`config.mk`:
```
export PLATFORM = sky130hd
export DESIGN_NAME = reg_writeback_queue
export DESIGN_NICKNAME = d
export VERILOG_FILES = /design/src/rtl/reg_writeback_queue.sv
export SDC_FILE = /design/constraint.sdc
export NUM_CORES = 1
export LEC_CHECK = 0
export BUFFER_PORTS_ARGS = -buffer_cell sky130_fd_sc_hd__clkbuf_2
export CAP_MARGIN = 20
export CORE_MARGIN = 2
export CORE_UTILIZATION = 58
export DETAILED_ROUTE_END_ITERATION = 10
export GPL_TIMING_DRIVEN = 0
export HOLD_SLACK_MARGIN = 0.06
export PLACE_DENSITY = 0.81
export SLEW_MARGIN = 20
export SYNTH_ARGS = -nofsm -noshare
export SYNTH_HDL_FRONTEND = slang
export SYNTH_SLANG_ARGS = --single-unit
```
`constraint.sdc`:
```
create_clock -name clock -period 5.6 [get_ports clock]
set_clock_uncertainty 0.2 [all_clocks]
set_input_delay 1.68 -clock clock [delete_from_list [all_inputs] [get_ports clock]]
set_output_delay 1.68 -clock clock [all_outputs]
set_load 0.05 [all_outputs]
```
`src/rtl/reg_writeback_queue.sv`:
```
// In-order writeback queue driving the register bank write port (rd/regWrite/writeData).
// Optional macro WB_BYPASS_EN: a non-load arriving at an empty, idle queue skips storage.
module reg_writeback_queue #(
    parameter int DEPTH = 4,
    parameter int XLEN  = 32
) (
    input  logic                     clock,
    input  logic                     reset,
    input  logic                     in_valid,
    output logic                     in_ready,
    input  logic [4:0]               in_rd,
    input  logic [XLEN-1:0]          in_data,
    input  logic                     in_is_load,
    input  logic                     load_resp_valid,
    input  logic [XLEN-1:0]          load_resp_data,
    output logic [4:0]               rd,
    output logic                     regWrite,
    output logic [XLEN-1:0]          writeData,
    output logic [31:0]              busy_mask,
    output logic [$clog2(DEPTH):0]   count,
    output logic                     resp_err
);
    localparam int AW = $clog2(DEPTH);
    localparam int CW = AW + 1;

    logic [4:0]       rd_mem   [DEPTH];
    logic [XLEN-1:0]  data_mem [DEPTH];
    logic [DEPTH-1:0] load_mem;
    logic [DEPTH-1:0] rdy_mem;

    logic [AW-1:0]    head_q, head_d;
    logic [AW-1:0]    tail_q, tail_d;
    logic [CW-1:0]    count_q, count_d;
    logic             resp_err_q, resp_err_d;
    logic [4:0]       rd_q, rd_d;
    logic [XLEN-1:0]  wdata_q, wdata_d;
    logic             wen_n_q, wen_n_d;

    logic             full;
    logic             in_fire;
    logic             bypass;
    logic             enq_store;
    logic             retire;
    logic             fill_found;
    logic [AW-1:0]    fill_idx;
    logic [AW-1:0]    scan_idx;
    logic [DEPTH-1:0] entry_valid;
    logic [31:0]      entry_mask [DEPTH];
    logic [31:0]      busy_all;

    assign full      = (count_q == CW'(DEPTH));
    assign in_ready  = !full;
    assign in_fire   = in_valid && !full;
    // Head readiness is the registered flag, so a fill landing on the head retires one edge later.
    assign retire    = (count_q != '0) && rdy_mem[head_q];

`ifdef WB_BYPASS_EN
    assign bypass    = in_fire && !in_is_load && (count_q == '0);
`else
    assign bypass    = 1'b0;
`endif
    assign enq_store = in_fire && !bypass;

    // Oldest waiting load: scan from the head, youngest first so the oldest match wins.
    always_comb begin
        fill_found = 1'b0;
        fill_idx   = '0;
        scan_idx   = '0;
        for (int k = DEPTH - 1; k >= 0; k--) begin
            scan_idx = head_q + AW'(k);
            if ((CW'(k) < count_q) && load_mem[scan_idx] && !rdy_mem[scan_idx]) begin
                fill_found = 1'b1;
                fill_idx   = scan_idx;
            end
        end
    end

    generate
        for (genvar gi = 0; gi < DEPTH; gi++) begin : g_entry
            logic [AW-1:0] offset;
            assign offset          = AW'(gi) - head_q;
            assign entry_valid[gi] = ({1'b0, offset} < count_q);
            assign entry_mask[gi]  = entry_valid[gi] ? (32'd1 << rd_mem[gi]) : 32'd0;
        end
    endgenerate

    always_comb begin
        busy_all = '0;
        for (int i = 0; i < DEPTH; i++) begin
            busy_all = busy_all | entry_mask[i];
        end
    end
    assign busy_mask = {busy_all[31:1], 1'b0};

    always_comb begin
        head_d     = head_q;
        tail_d     = tail_q;
        resp_err_d = resp_err_q;
        rd_d       = rd_q;
        wdata_d    = wdata_q;
        wen_n_d    = 1'b1;
        if (load_resp_valid && !fill_found) begin
            resp_err_d = 1'b1;
        end
        if (enq_store) begin
            tail_d = tail_q + 1'b1;
        end
        // x0 writes are swallowed: address goes to 0, data holds, enable stays high.
        if (retire) begin
            head_d = head_q + 1'b1;
            if (rd_mem[head_q] != 5'd0) begin
                rd_d    = rd_mem[head_q];
                wdata_d = data_mem[head_q];
                wen_n_d = 1'b0;
            end else begin
                rd_d = 5'd0;
            end
        end else if (bypass) begin
            if (in_rd != 5'd0) begin
                rd_d    = in_rd;
                wdata_d = in_data;
                wen_n_d = 1'b0;
            end else begin
                rd_d = 5'd0;
            end
        end
        count_d = count_q + CW'(enq_store) - CW'(retire);
    end

    always_ff @(posedge clock or negedge reset) begin
        if (!reset) begin
            head_q     <= '0;
            tail_q     <= '0;
            count_q    <= '0;
            resp_err_q <= 1'b0;
            rd_q       <= '0;
            wdata_q    <= '0;
            wen_n_q    <= 1'b1;
        end else begin
            head_q     <= head_d;
            tail_q     <= tail_d;
            count_q    <= count_d;
            resp_err_q <= resp_err_d;
            rd_q       <= rd_d;
            wdata_q    <= wdata_d;
            wen_n_q    <= wen_n_d;
        end
    end

    // Entry payload needs no reset: it is only observed while inside the occupied window.
    always_ff @(posedge clock) begin
        if (enq_store) begin
            rd_mem[tail_q]   <= in_rd;
            data_mem[tail_q] <= in_data;
            load_mem[tail_q] <= in_is_load;
            rdy_mem[tail_q]  <= !in_is_load;
        end
        if (load_resp_valid && fill_found) begin
            data_mem[fill_idx] <= load_resp_data;
            rdy_mem[fill_idx]  <= 1'b1;
        end
    end

    assign rd        = rd_q;
    assign regWrite  = wen_n_q;
    assign writeData = wdata_q;
    assign count     = count_q;
    assign resp_err  = resp_err_q;
endmodule

```
# [Word-level counts from Yosys, hierarchy flattened]
# Memory sizes are Yosys's and may differ from the RTL's. A register that Yosys moved wholly into a read port is not among the register bits.
# Index checks and enable logic that the tools add are counted.
[totals] ff_bits=22 in_bits=74 mem_count=2 wordCells=113 mem_bits_rw=148
[memory_table] memory="data_mem" words=4 word_bits=32 read_ports=1 rd_clocked_by_memory_dff=1 wr=2 line_no="27" source="logic [XLEN-1:0] data_mem [DEPTH];"
[memory_table] memory="rd_mem" words=4 word_bits=5 read_ports=5 rd_clocked_by_memory_dff=0 wr=1 line_no="26" source="logic [4:0] rd_mem [DEPTH];"
[op_classes] n_eq_ne=1 n_reduce_logical=25 n_shift=4 bitwise_logic=4 add_sub_neg=10 magnitude_cmp=16 muxes=43
[ops] cell="32-bit two-way mux" n=4
[ops] cell="1-bit by 5-bit << shifter with 32-bit output (first input constant)" n=4
[ops] cell="32-bit OR" n=3
[ops] cell="1-bit two-way mux" n=20
[ops] cell="2-bit by 3-bit < comparator with 1-bit output (second input constant)" n=6
[ops] cell="1-bit binary-select mux with 2-bit select" n=8
[ops] cell="1-bit logical AND" n=14
[ops] cell="2-bit by 3-bit < comparator with 1-bit output" n=4
[ops] cell="4-bit bitwise mux" n=2
[ops] cell="1-bit zero test" n=8
[ops] cell="2-bit two-way mux" n=4
[ops] cell="4-bit two-way mux" n=2
[ops] cell="1-bit by 3-bit < comparator with 1-bit output (first input constant)" n=2
[ops] cell="2-bit by 3-bit < comparator with 1-bit output (first input constant)" n=2
[ops] cell="5-bit two-way mux" n=1
[ops] cell="5-bit nonzero test" n=1
[ops] cell="2-bit by 1-bit adder with 2-bit output (second input constant)" n=2
[ops] cell="2-bit adder (second input constant)" n=2
[ops] cell="1-bit demux with 2-bit select" n=2
[ops] cell="2-bit by 1-bit >= comparator with 1-bit output (second input constant)" n=2
[ops] cell="4-bit OR" n=1
[ops] cell="1-bit by 2-bit subtractor with 2-bit output (first input constant)" n=2
[ops] cell="2-bit subtractor (first input constant)" n=2
[ops] cell="3-bit by 1-bit adder with 3-bit output" n=1
[ops] cell="other kinds (4)" n=4

# [Longest topological paths before layout]
[logic_depth] depth_word=15 ltp_mapped=13 depth_no_buf=9

# [Worst setup path before layout]
# No wires, ideal clock.
[synth_timing] path_kind="register -> output" from="reg count_q[1] (netlist: count[1])" to="out busy_mask[16]" path_buffers=0 arrival_time_ns=4.002 path_stages_with_launch=8 slack_ns=-0.282 t_required_ns=3.720 cell_sequence="dfrtp_1 inv_1 ha_1 a21boi_0 o21ai_0 nand2_1 or3_1 o311ai_0"
[synth_between] elab_chain_len=5 word_cells_on_any_way=11
[synth_lines] item="start, declared" line_no="33" source="logic [CW-1:0] count_q, count_d;"
[synth_lines] item="start signal, assigned" line_no="142" source="count_q <= count_d;"
[synth_lines] item="2-bit by 3-bit < comparator with 1-bit output" line_no="82" source="assign entry_valid[gi] = ({1'b0, offset} < count_q);"
[synth_lines] item="32-bit two-way mux" line_no="83" source="assign entry_mask[gi] = entry_valid[gi] ? (32'd1 << rd_mem[gi]) : 32'd0;"
[synth_lines] item="32-bit OR (2 in series)" line_no="90" source="busy_all = busy_all | entry_mask[i];"
[synth_lines] item="32-bit OR *" line_no="90"
[synth_lines] item="end, declared" line_no="19" source="output logic [31:0] busy_mask,"
# Every way passes the cells marked *; elsewhere a longest branch is shown, timed or not.

# [Worst setup path after layout]
[layout_timing] from="reg head_q[1]" to="out busy_mask[27]"
[layout_between] elab_chain_len=6 word_cells_on_any_way=15
[layout_lines] item="start, declared" line_no="31" source="logic [AW-1:0] head_q, head_d;"
[layout_lines] item="start signal, assigned" line_no="132" source="head_q <= '0;"
[layout_lines] item="start signal, assigned" line_no="140" source="head_q <= head_d;"
[layout_lines] item="1-bit by 2-bit subtractor with 2-bit output" line_no="81" source="assign offset = AW'(gi) - head_q;"
[layout_lines] item="2-bit by 3-bit < comparator with 1-bit output" line_no="82"
[layout_lines] item="32-bit two-way mux" line_no="83"
[layout_lines] item="32-bit OR (2 in series)" line_no="90"
[layout_lines] item="32-bit OR *" line_no="90"
# Marks and branches as above.

==> flow_summary_export.csv <==
group,metric,value,unit
routing,drt_iter0_drc,777,
pwr,powerDensity,638.9,nW/um2
logic_synthesis,ys_ff_latch,202,
logic_synthesis,synth_area_leader_cell,"edfxtp_1",
cells_and_area,drive_gt1_share,45.65,%
routing,ant_nets,0,
place,gp_congestion,0.9464,
timing,rsz0062_at_grt,"false",
floorplan,die_h,139.4,um
floorplan,die-area,19420,um2
place,io_buffer_count,147,
worst_setup_path,critPathLaunchType,"register",
logic_synthesis,avgSynthCellArea,14.76,um2
outcome,status,"finished clean",
logic_synthesis,async_flop_share,22.77,%
logic_synthesis,synthXorXnorAreaFrac,0.4121,%
worst_setup_path,critPathMaxStageDelay,0.50,ns
global_routing,track_usage,27.07,%
worst_setup_path,crit_chain,"buf_2 > buf_6 > xnor2_1 > ha_1 > a21oi_1 > o21ai_0 > or2_2 > a2bb2oi_1 > o221ai_1 > clkbuf_2",
worst_setup_path,cp-end-kind,"output pin",
logic_synthesis,ys.flop_type,"edfxtp_1",
clocking,clkSlewWorstSetupHoldPaths,0.06,ns
cells_and_area,layout.nets,980,
worst_setup_path,cp_top_family,"buffers and inverters",
routing,first_pass_iters,8,
cells_and_area,n_antenna_cell,0,
worst_setup_path,critPathBufInv,3,
global_routing,grt_pass1_wl,41100,um
pwr,swShare,40.50,%
logic_synthesis,ys_types,69,
worst_setup_path,crit_arrival,3.47,ns
clocking,h-tree-depth,1,
timing,timing.final.crit_share,95.59,%
place,hpwl,17700,um
place,place_worst_setup_slack,-0.5208,ns
timing,maxSlewViolCount,0,
pwr,total_leakage_power,4.706,nW
pwr,power.total,8.019,mW
logic_synthesis,synth-compound-area-share,7.582,%
logic_synthesis,synth_top_area_share,42.95,%
floorplan,start_util,59.16,%
logic_synthesis,synth_area,10630,um2
logic_synthesis,synth.mux.area_fraction,25.95,%
logic_synthesis,synthCells,720,
routing,wl,26360,um
global_routing,antenna_found_initial,0,
pwr,clock_power_share,18.1,%
timing,fmax,0.1868,GHz
routing,drc,0,
clocking,clock-root-buffer,"clkbuf_16",
clocking,clk_path_buf_depth,3,
logic_synthesis,synthSimpleGateAreaFrac,7.123,%
timing,period_needed,5.353,ns
timing,tightest_slew,1.049,ns
global_routing,grt_pass1_vias,7278,
global_routing,grt_max_degree,47,
run,cap_violations,0,
cells_and_area,syn2layout_area_growth,18.10,%
timing,fin_ws,0.2470,ns
floorplan,die_w,139.4,um
pwr,p_sw,3.248,mW
floorplan,coreArea,17960,um2
worst_setup_path,critPathSlowestCell,"dfrtp_1",
logic_synthesis,synth_edf_count,152,
worst_setup_path,critical_path_required,3.72,ns
floorplan,design.portCount,149,
hold_path,min_path_type,"register to register",
timing,setup_viol,0,
logic_synthesis,yosysSeqAreaShare,54.54,%
routing,wl_per_cell,23.16,um
worst_setup_path,path_class,"register to output pin",
clocking,clk_latency,0.50,ns
timing,max-slew-margin-rel,30.07,%
timing,hold_viol,0,
cells_and_area,fillCellCount,1244,
clocking,cts_tree,"built",
logic_synthesis,synth_nets,807,
logic_synthesis,synthAdderAreaFrac,1.601,%
pwr,seqPwrFrac,32.4,%
global_routing,grt_overflow,0,
pwr,intPower,4.771,mW
logic_synthesis,synth_area_leaders,"edfxtp_1 (43%), mux2_2 (15%), dfrtp_1 (11%)",
clocking,cts_buffers,22,
worst_setup_path,reg2reg_slack,1.38,ns
pwr,peakVddDrop,486.2,uV
pwr,comb_power_share,49.5,%
routing,vias,7276,
logic_synthesis,synth_warnings,0,
floorplan,rows,49,
clocking,cts_sinks,202,
logic_synthesis,synth_top_family_by_area,"multiplexers",
worst_setup_path,critPathMaxFanout,19,
routing,via_per_inst,6.394,
==> registers in the layout (all words and copies together) (netlist names) <==
name,flops
rd,5
head_q,2
data_mem,128
rdy_mem,4
rd_mem,20
load_mem,4
writeData,32
tail_q,2
count,3
regWrite,1
resp_err,1
==> metal layers <==
layer	vias up	part of all wire [%]	GRT usage, %
met5	-	0	0
met3	58	7.8	4.680
met2	366	49	44.35
met1	3637	41	38.17
met4	0	2.0	6.805
li1	3215	-	-
==> final cells by class <==
class / instances / area [um2] / share of cell area (%)
multi-input cells: 463 / 4606 / 36.70
well taps: 229 / 286.5 / 2.283
plain buffers: 36 / 240.2 / 1.914
inverters: 16 / 60.06 / 0.4785
clock inverters: 9 / 92.59 / 0.7377
clock buffers: 31 / 635.6 / 5.064
repair buffers: 152 / 833.3 / 6.639
flip-flops and latches: 202 / 5797 / 46.19
==> path summary, 6_finish.rpt <==
| kind | from | end | cells after the start |
|---|---|---|---|
| max | head_q[1] | busy_mask[27] | 10 |
| min | resp_err | resp_err | 1 |
| max reg2reg | count[2] | data_mem[3][6] | 10 |
| min reg2reg | resp_err | resp_err | 1 |
| max in group asynchronous | reset | writeData[0] | 1 |
| min in group asynchronous | reset | rd[0] | 1 |
==> power by group through the flow <==
stage	combinational, mW	sequential [mW]	clock, mW
after floorplan	2.39	3.08	0
after global placement	3.77	2.61	0
after detailed placement	3.89	2.62	0
after CTS	3.93	2.59	1.46
after global routing	4.23	2.65	1.53
final	3.97	2.60	1.45
==> what timing repair did <==
action	in CTS	in global routing
gates cloned	0	0
hold buffers	0	0
gates resized for setup	12	15
pin swaps	0	2
endpoints found under the setup margin	31	31
setup buffers	0	3
==> worst register-to-register path: stages, from the launching register on <==
cell and delay [ns]:
dfrtp_1 0.35, clkbuf_1 0.40, inv_1 0.17, ha_1 0.26
inv_1 0.11, nor2_1 0.07, or3_1 0.37, a311oi_2 0.44
a21boi_4 0.43, buf_6 0.23, or2_2 0.79
==> metrics by stage <==
stage / TNS, ns / hold slack (ns) / cell area, um2 / utilization [%] / instances
after floorplan: 0 / 0.2808 / 10630 / - / 720
after global placement: -8.893 / 0.2877 / 11650 / 64.85 / 1096
after detailed placement: -6.810 / 0.2763 / 11720 / 65.23 / 1098
after CTS: 0 / 0.2891 / 12470 / 69.42 / 1136
after global routing: 0 / 0.3147 / 12550 / 69.87 / 1138
final: 0 / 0.2840 / 12550 / 69.87 / 1138
==> synthesized netlist by cell type (8+ instances only) <==
cell / number
nor3_1: 8
mux4_2: 39
mux2_2: 142
inv_1: 15
o21ai_0: 11
a221o_1: 8
a22oi_1: 17
mux2_1: 24
nand3_1: 8
clkbuf_1: 13
dfrtp_1: 45
nand2_1: 39
edfxtp_1: 152
ha_1: 12
o22ai_1: 9
buf_2: 9
nor3b_1: 9
o211ai_1: 12
nor2_1: 19
nand2b_1: 17
==> kinds of logic (layout without fill, tap and decap cells) <==
group	Yosys count	count (layout)
muxes	206	206
buffers and inverters	55	244
and+or+nand+nor	138	138
AOI/OAI and AO/OA	100	100
adders and majority gates	13	13
other	1	1
DFF	202	202
xor gates and xnor gates	5	5
==> cells in the final DEF, fill, tap and decap left out, types with 17 or more instances in the layout <==
master / synthesis / final
edfxtp_1: 152 / 152
clkbuf_2: 0 / 144
mux2_2: 142 / 142
dfrtp_1: 45 / 45
mux4_2: 39 / 39
nand2_1: 39 / 38
mux2_1: 24 / 24
clkbuf_16: 0 / 23
nor2_1: 19 / 18
clkbuf_1: 13 / 17
a22oi_1: 17 / 17
No activity file was read; power rests on OpenSTA's default activity.
